### src/rtl/ibex_cpi_pkg.sv
// Shared types and constants for the CPI-stack sampler.
package ibex_cpi_pkg;

  typedef enum logic [2:0] {
    CPI_BASE   = 3'd0,
    CPI_ICACHE = 3'd1,
    CPI_BPRED  = 3'd2,
    CPI_DCACHE = 3'd3,
    CPI_EX     = 3'd4,
    CPI_DEP    = 3'd5
  } cpi_cat_e;

  localparam int unsigned N_CPI_CAT      = 6;
  localparam int unsigned CPI_IDX_CYCLES = 6;
  localparam int unsigned CPI_IDX_UNATTR = 7;
  localparam int unsigned N_CPI_CNT      = 8;

  typedef enum logic [1:0] {
    CPI_IDLE  = 2'd0,
    CPI_RUN   = 2'd1,
    CPI_DRAIN = 2'd2
  } cpi_state_e;

endpackage

### src/rtl/ibex_cpi_sat_counter.sv
// Saturating up-counter; clear wins over increment and restarts at 0 or 1.
module ibex_cpi_sat_counter #(
  parameter int unsigned CNT_W = 32
) (
  input  logic             clk_i,
  input  logic             rst_ni,
  input  logic             inc_i,
  input  logic             clr_i,
  output logic [CNT_W-1:0] cnt_o
);

  localparam logic [CNT_W-1:0] CNT_MAX = '1;

  always_ff @(posedge clk_i or negedge rst_ni) begin
    if (!rst_ni) begin
      cnt_o <= '0;
    end else if (clr_i) begin
      cnt_o <= CNT_W'(inc_i);
    end else if (inc_i && (cnt_o != CNT_MAX)) begin
      cnt_o <= cnt_o + CNT_W'(1);
    end
  end

endmodule

### src/rtl/ibex_cpi_stack_sampler.sv
// Accumulates CPI-stack attribution over fixed intervals and publishes
// each completed interval as a single-entry valid/ready snapshot.
module ibex_cpi_stack_sampler
  import ibex_cpi_pkg::*;
#(
  parameter int unsigned CNT_W    = 32,
  parameter int unsigned INTERVAL = 1024
) (
  input  logic             clk_i,
  input  logic             rst_ni,
  input  logic             enable_i,
  input  logic             flush_i,
  input  logic             cat_valid_i,
  input  logic [5:0]       cat_onehot_i,
  output logic             sample_valid_o,
  input  logic             sample_ready_i,
  input  logic [2:0]       sample_idx_i,
  output logic [CNT_W-1:0] sample_data_o,
  output logic             sample_partial_o,
  output logic             overrun_o,
  output logic             cat_err_o
);

  localparam int unsigned      POS_W    = $clog2(INTERVAL);
  localparam logic [POS_W-1:0] POS_LAST = POS_W'(INTERVAL - 1);
  localparam logic [CNT_W-1:0] CNT_MAX  = '1;

  cpi_state_e state_q, state_d;
  logic [POS_W-1:0]                pos_q;
  logic [N_CPI_CNT-1:0][CNT_W-1:0] cnt_q, snap_d, snap_q;
  logic [N_CPI_CNT-1:0]            inc;
  logic [N_CPI_CAT-1:0]            attr;
  logic count_en, multi_hot, slot_free, natural_end;
  logic cnt_clr, snap_load, snap_partial, drop, clr_sticky;

  assign attr        = cat_valid_i ? cat_onehot_i : '0;
  assign count_en    = (state_q == CPI_RUN) && enable_i;
  assign multi_hot   = (attr & (attr - 6'd1)) != 6'd0;
  assign slot_free   = !sample_valid_o || sample_ready_i;
  assign natural_end = (pos_q == POS_LAST);
  assign inc         = {count_en & (attr == '0), count_en, count_en ? attr : 6'd0};

  for (genvar k = 0; k < N_CPI_CNT; k++) begin : g_cnt
    ibex_cpi_sat_counter #(
      .CNT_W(CNT_W)
    ) u_cnt (
      .clk_i (clk_i),
      .rst_ni(rst_ni),
      .inc_i (inc[k] & ~cnt_clr),
      .clr_i (cnt_clr),
      .cnt_o (cnt_q[k])
    );
  end

  // Snapshot candidate includes this cycle's increments.
  always_comb begin
    for (int k = 0; k < N_CPI_CNT; k++) begin
      snap_d[k] = cnt_q[k];
      if (inc[k] && (cnt_q[k] != CNT_MAX)) snap_d[k] = cnt_q[k] + CNT_W'(1);
    end
  end

  always_ff @(posedge clk_i or negedge rst_ni) begin
    if (!rst_ni) state_q <= CPI_IDLE;
    else         state_q <= state_d;
  end

  always_comb begin
    state_d      = state_q;
    cnt_clr      = 1'b0;
    snap_load    = 1'b0;
    snap_partial = 1'b0;
    drop         = 1'b0;
    clr_sticky   = 1'b0;
    case (state_q)
      CPI_IDLE: begin
        cnt_clr = 1'b1;
        if (enable_i) begin
          state_d    = CPI_RUN;
          clr_sticky = 1'b1;
        end
      end
      CPI_RUN: begin
        if (!enable_i) begin
          state_d = CPI_DRAIN;
        end else if (natural_end || flush_i) begin
          cnt_clr = 1'b1;
          if (slot_free) begin
            snap_load    = 1'b1;
            snap_partial = !natural_end;
          end else begin
            drop = 1'b1;
          end
        end
      end
      CPI_DRAIN: begin
        // An empty partial interval produces no snapshot.
        if (cnt_q[3'(CPI_IDX_CYCLES)] == '0) begin
          state_d = CPI_IDLE;
          cnt_clr = 1'b1;
        end else if (slot_free) begin
          snap_load    = 1'b1;
          snap_partial = 1'b1;
          state_d      = CPI_IDLE;
          cnt_clr      = 1'b1;
        end
      end
      default: state_d = CPI_IDLE;
    endcase
  end

  // Position within the interval, independent of counter saturation.
  always_ff @(posedge clk_i or negedge rst_ni) begin
    if (!rst_ni)       pos_q <= '0;
    else if (cnt_clr)  pos_q <= '0;
    else if (count_en) pos_q <= pos_q + POS_W'(1);
  end

  always_ff @(posedge clk_i or negedge rst_ni) begin
    if (!rst_ni) begin
      snap_q           <= '0;
      sample_valid_o   <= 1'b0;
      sample_partial_o <= 1'b0;
      overrun_o        <= 1'b0;
      cat_err_o        <= 1'b0;
    end else begin
      if (snap_load) begin
        snap_q           <= snap_d;
        sample_valid_o   <= 1'b1;
        sample_partial_o <= snap_partial;
      end else if (sample_ready_i) begin
        sample_valid_o   <= 1'b0;
      end
      if (clr_sticky)                overrun_o <= 1'b0;
      else if (drop)                 overrun_o <= 1'b1;
      if (clr_sticky)                cat_err_o <= 1'b0;
      else if (count_en && multi_hot) cat_err_o <= 1'b1;
    end
  end

  assign sample_data_o = snap_q[sample_idx_i];

endmodule
### config.mk
export PLATFORM = sky130hd
export DESIGN_NAME = ibex_cpi_stack_sampler
export DESIGN_NICKNAME = d
export VERILOG_FILES = /design/src/rtl/ibex_cpi_pkg.sv /design/src/rtl/ibex_cpi_sat_counter.sv /design/src/rtl/ibex_cpi_stack_sampler.sv
export SDC_FILE = /design/constraint.sdc
export NUM_CORES = 1
export LEC_CHECK = 0
export CAP_MARGIN = 20
export CORE_ASPECT_RATIO = 0.8
export CORE_MARGIN = 2
export CORE_UTILIZATION = 64
export DETAILED_ROUTE_END_ITERATION = 7
export PLACE_DENSITY = 0.87
export SYNTH_ARGS = -nofsm -noshare
export SYNTH_HDL_FRONTEND = slang
export SYNTH_SLANG_ARGS = --single-unit
### constraint.sdc
create_clock -name clk_i -period 6.4 [get_ports clk_i]
set_clock_uncertainty 0.15 [all_clocks]
set_input_delay 1.28 -clock clk_i [delete_from_list [all_inputs] [get_ports clk_i]]
set_output_delay 1.28 -clock clk_i [all_outputs]
set_load 0.01 [all_outputs]
# Yosys cells after proc, flatten, opt, wreduce, memory -nomap -nowiden
# Cells that the tools add are included.
dict set report op_classes {
  add_sub_neg 10
  n_mul 0
  n_div 0
  n_lt_le_gt_ge 1
  eq_ne 14
  shifts 0
  mux 60
  bitwise 11
  reduce_logical 39
}
# cell count
set op_table {}
lappend op_table {{$mux W32} 25}
lappend op_table {{$add A32 B1 Y32 const B} 8}
lappend op_table {{$ne A32 B32 Y1 const B} 8}
lappend op_table {{$bmux W32 S3} 1}
lappend op_table {{$logic_not A32 Y1} 1}
lappend op_table {{$reduce_bool A2 Y1} 12}
lappend op_table {{$mux W1} 22}
lappend op_table {{$mux W10} 2}
lappend op_table {{$logic_and A1 B1 Y1} 18}
lappend op_table {{$mux W6} 2}
lappend op_table {{$add A10 B1 Y10 const B} 1}
lappend op_table {{$eq A10 B10 Y1 const B} 1}
lappend op_table {{$and A1 B1 Y1} 9}
lappend op_table {{$mux W2} 4}
lappend op_table {{$and A6 B6 Y6} 1}
lappend op_table {{$logic_not A6 Y1} 1}
lappend op_table {{$pmux W2 S3} 1}
lappend op_table {{$reduce_bool A6 Y1} 1}
lappend op_table {{$sub A6 B1 Y6 const B} 1}
lappend op_table {{$lt A3 B4 Y1 const B} 1}
lappend op_table {{$ne A2 B2 Y1 const B} 2}
lappend op_table {{$pmux W1 S2} 2}
lappend op_table {{$ne A3 B3 Y1 const B} 1}
lappend op_table {{$pmux W1 S3} 1}
lappend op_table {{7 further kinds} 9}
dict set report word_totals {
  regBits 528
  latchBits 0
  ram_bits 0
  rom_bits 0
  input_bits 15
  output_inout_bits 36
  wordCells 157
  memories 0
}

# Longest topological paths before layout
dict set report depth {
  depth_word 10
  depth_mapped 12
  mapped_depth_nobuf 8
}

# Hierarchy
# Synthesis repeated with hierarchy kept, for this count alone.
dict set report unflattened {
  hier_cells 3735
  area_unflattened_um2 33649.8
}
# mod n_inst cells_per_inst area_per_inst_um2 seq_area_each_um2
set by_module_without_submodules {}
lappend by_module_without_submodules {ibex_cpi_stack_sampler 1 2175 19666.4 6806.5}
lappend by_module_without_submodules {ibex_cpi_sat_counter 8 195 1747.9 800.8}

# Least setup slack after synthesis
# Ideal clock, no wire load.
dict set report synth_path {
  path_type {input -> output}
  startpoint {in sample_idx_i[0]}
  endpoint {out sample_data_o[0]}
  arrival_ns 3.046
  t_required_ns 4.970
  path_slack_ns 1.924
  path_stages 4
  path_buffers 2
  path_cell_list {clkbuf_1 > buf_1 > mux4_2 > mux2_2}
}
dict set report synth_via {
  elab_chain_cells 2
}
# item line
set synth_lines {}
lappend synth_lines {{start, declared} ibex_cpi_stack_sampler.sv:17} ;# input logic [2:0] sample_idx_i,
lappend synth_lines {{$bmux W32 S3} ibex_cpi_stack_sampler.sv:141} ;# assign sample_data_o = snap_q[sample_idx_i];
lappend synth_lines {{$mux W32 (not written as such)} ibex_cpi_stack_sampler.sv:141}
lappend synth_lines {{end, declared} ibex_cpi_stack_sampler.sv:18} ;# output logic [CNT_W-1:0] sample_data_o,
# Every way passes these cells. The select of a mux whose other input is x is not followed.

# Final worst setup path
dict set report layout_path {
  startpoint {in sample_idx_i[0]}
  endpoint {out sample_data_o[3]}
}
# The elaborated chain is that of the path after synthesis.

==> results.txt <==
Critical Path Sink Type: output port
starting density of the core: 0.6460
Ports: 51
WL/cell: 23.42 µm
startpoint types: primary input
Yosys cell types: 70
row cnt: 65
Period minus WS final: 5.040 ns
area of the multi-input gates: 0.01151 mm²
Core Util, Final: 0.7157
status: finished clean
CTS Buf Count: 51
Rel. slew slack: 0.2164
Initial DRC Count: 2373
RSZ-0062 raised after global routing: false
Area after DPL: 0.02626 mm²
most frequent cell after synthesis: dfrtp_1
DR vias: 20.08k
Worst Setup Slack post-DPL: 1.348 ns
Area growth, synth to finish: 10.80%
hold slack: 0.3314 ns
leading post-synthesis cells by cell area: dfrtp_1 (52%), mux4_2 (5.7%), nand2_1 (5.5%)
number of synthesized register bits: 528
combinational power share: 0.142
asr flop ratio synth: 1.000
Syn Nets: 2554
clk slew on worst S/H paths: 0.06 ns
H-Tree Depth: 2
Die Footprint: 0.04118 mm²
Sink Count: 528
final routed DRC violation total: 0
clk buf depth: 3
clock latency on the worst-skew pair: 0.59 ns
share of layout cells above drive strength 1: 0.09708
Worst Path Arrival: 3.61 ns
setup TNS: 0 ns
part of the power in the clock network: 0.417
critical path type: primary input to output port
Total GRT Usage: 0.3632
post-route setup slack: 1.360 ns
Placer Congestion: 1.043
Pleak: 11.56 nW
Critical Path RT: 4.97 ns
yosys warns: 0
CTS tree: built
largest net degree at the start of global routing: 162
Synth Flop Type: dfrtp_1
core area: 0.03920 mm²
maximum capacitance violations: 0
CP max FO: 37
initial antenna violation count: 8
Synth top cells by count: dfrtp_1 (528), nand2_1 (369), nor2_1 (345), o21ai_0 (265), xnor2_1 (135)
global-route wire length before repair: 112600 µm
Fin. Hold Viols: 0
final instance area: 0.02806 mm²
fin crit share: 0.7875
Seq. cell area: 0.01321 mm²
total setup buffers inserted after CTS: 0
peak supply drop: 0.4350 mV
placed instance count: 3008
Net Sw Power: 2.273 mW
post-CTS sizing: 0
Cells after Synth: 2524
Hold-fix buffers, CTS: 0
vias in the first global route: 19.39k
slew at the pin with the worst max-slew slack: 1.166 ns
FILL cells: 2686
total wire length: 72640 µm
# port buffers: 50
Die H: 181.9 µm
class of the worst hold path: flop to flop
detailed placement HPWL: 52510 µm
GRT overflow: 0
Post-synth EDFFs: 0
fin nets: 2555
final setup fails: 0
switching fraction of total power: 0.2926
Post-Syn Area per Cell: 10.03 µm²
Vias per Instance: 6.472
Die X-Extent: 226.4 µm
Seq/Total Area, Yosys: 0.5218
DRT Pass-1 Iters: 6
CTS root buf: clkbuf_16
Synth top area share: 0.5218
Seq pwr share: 0.441
maximum clock frequency: 198.4 MHz
Power Total: 7.769 mW
DRT antenna net count: 0
final cell count without fillers: 3102
Syn Std Cell Area: 0.02532 mm²
largest area contributor in the netlist: dfrtp_1
Internal Power: 5.496 mW
Power Density: 276.9 mW/mm²
fin. max-slew vios: 0
registers in the layout (all words and copies together) (netlist names):
signal / flops
g_cnt.u_cnt.cnt_o: 256
snap_q: 256
pos_q: 10
state_q: 2
cat_err_o: 1
overrun_o: 1
sample_partial_o: 1
sample_valid_o: 1
final timing paths:
check	slack (ns)	end	cells past startpoint	start
worst min register to register	0.33	snap_q[199]	2	snap_q[199]
min in group asynchronous	0.60	snap_q[221]	1	rst_ni
worst min-delay path	0.33	snap_q[199]	2	snap_q[199]
worst max-delay path	1.36	sample_data_o[3]	5	sample_idx_i[0]
max in group asynchronous	4.05	snap_q[15]	2	rst_ni
worst max register to register	2.45	snap_q[201]	8	g_cnt[6].u_cnt.cnt_o[0]
layout make-up:
cell class	count	area share
tap	536	0.02390
clock buffer	71	0.05360
antenna	1	0.00008919
multi-input combinational	1845	0.4101
inverter	23	0.003077
timing repair buffer	76	0.02783
clock inverter	22	0.01048
sequential	528	0.4709
cells in the final DEF (no fill, tap or decap), drive strengths merged, types with 3 or more instances in the layout:
cell           instances
nand4b                 4
clkbuf                71
o31ai                  4
nor2                 346
a31oi                  5
xor2                  97
o21a                   3
nand2                369
mux2                  35
a21oi                 11
nand3                108
clkdlybuf4s50         47
a31o                   3
or4                    6
and2                  11
dfrtp                528
or3                    9
buf                   29
inv                   23
bufinv                 6
xnor2                135
o21ai                267
nor4b                  7
and4                  36
clkinv                 7
ha                    15
nor3b                  6
and3                  59
nor3                  70
nand2b                 5
or2                    9
clkinvlp               9
mux4                  64
mux2i                 19
nor4                  32
nand4                 84
power groups by stage:
stage	combinational, mW	clock, mW	sequential [mW]
final	1.10	3.24	3.43
after global routing	1.19	3.39	3.43
after CTS	1.09	3.25	3.43
after detailed placement	1.09	0	3.49
after global placement	1.06	0	3.48
after floorplan	0.738	0	3.47
logic make-up (layout without fill, tap and decap cells):
family,after synthesis,in the layout,share of synthesized area
AOI/OAI and AO/OA,313,313,0.06769
xor gates and xnor gates,232,232,0.08024
buffers and inverters,151,192,0.02475
muxes,118,118,0.08000
DFF,528,528,0.5218
other,0,1,0
adders and majority gates,16,16,0.007807
and+or+nand+nor,1166,1166,0.2177
metal layers:
metal,vias up,GRT usage,wire (µm)
li1,8760,-,-
met5,-,0,115
met1,10000,0.4989,28410
met2,1082,0.5357,31880
met3,222,0.1037,8102
met4,10,0.1761,4124
critical path: stages:
cell	delay, ns
buf_4	0.57
buf_4	0.38
mux4_2	0.54
mux2_2	0.28
clkdlybuf4s50_1	0.49
(Power assumes the default switching activity.)
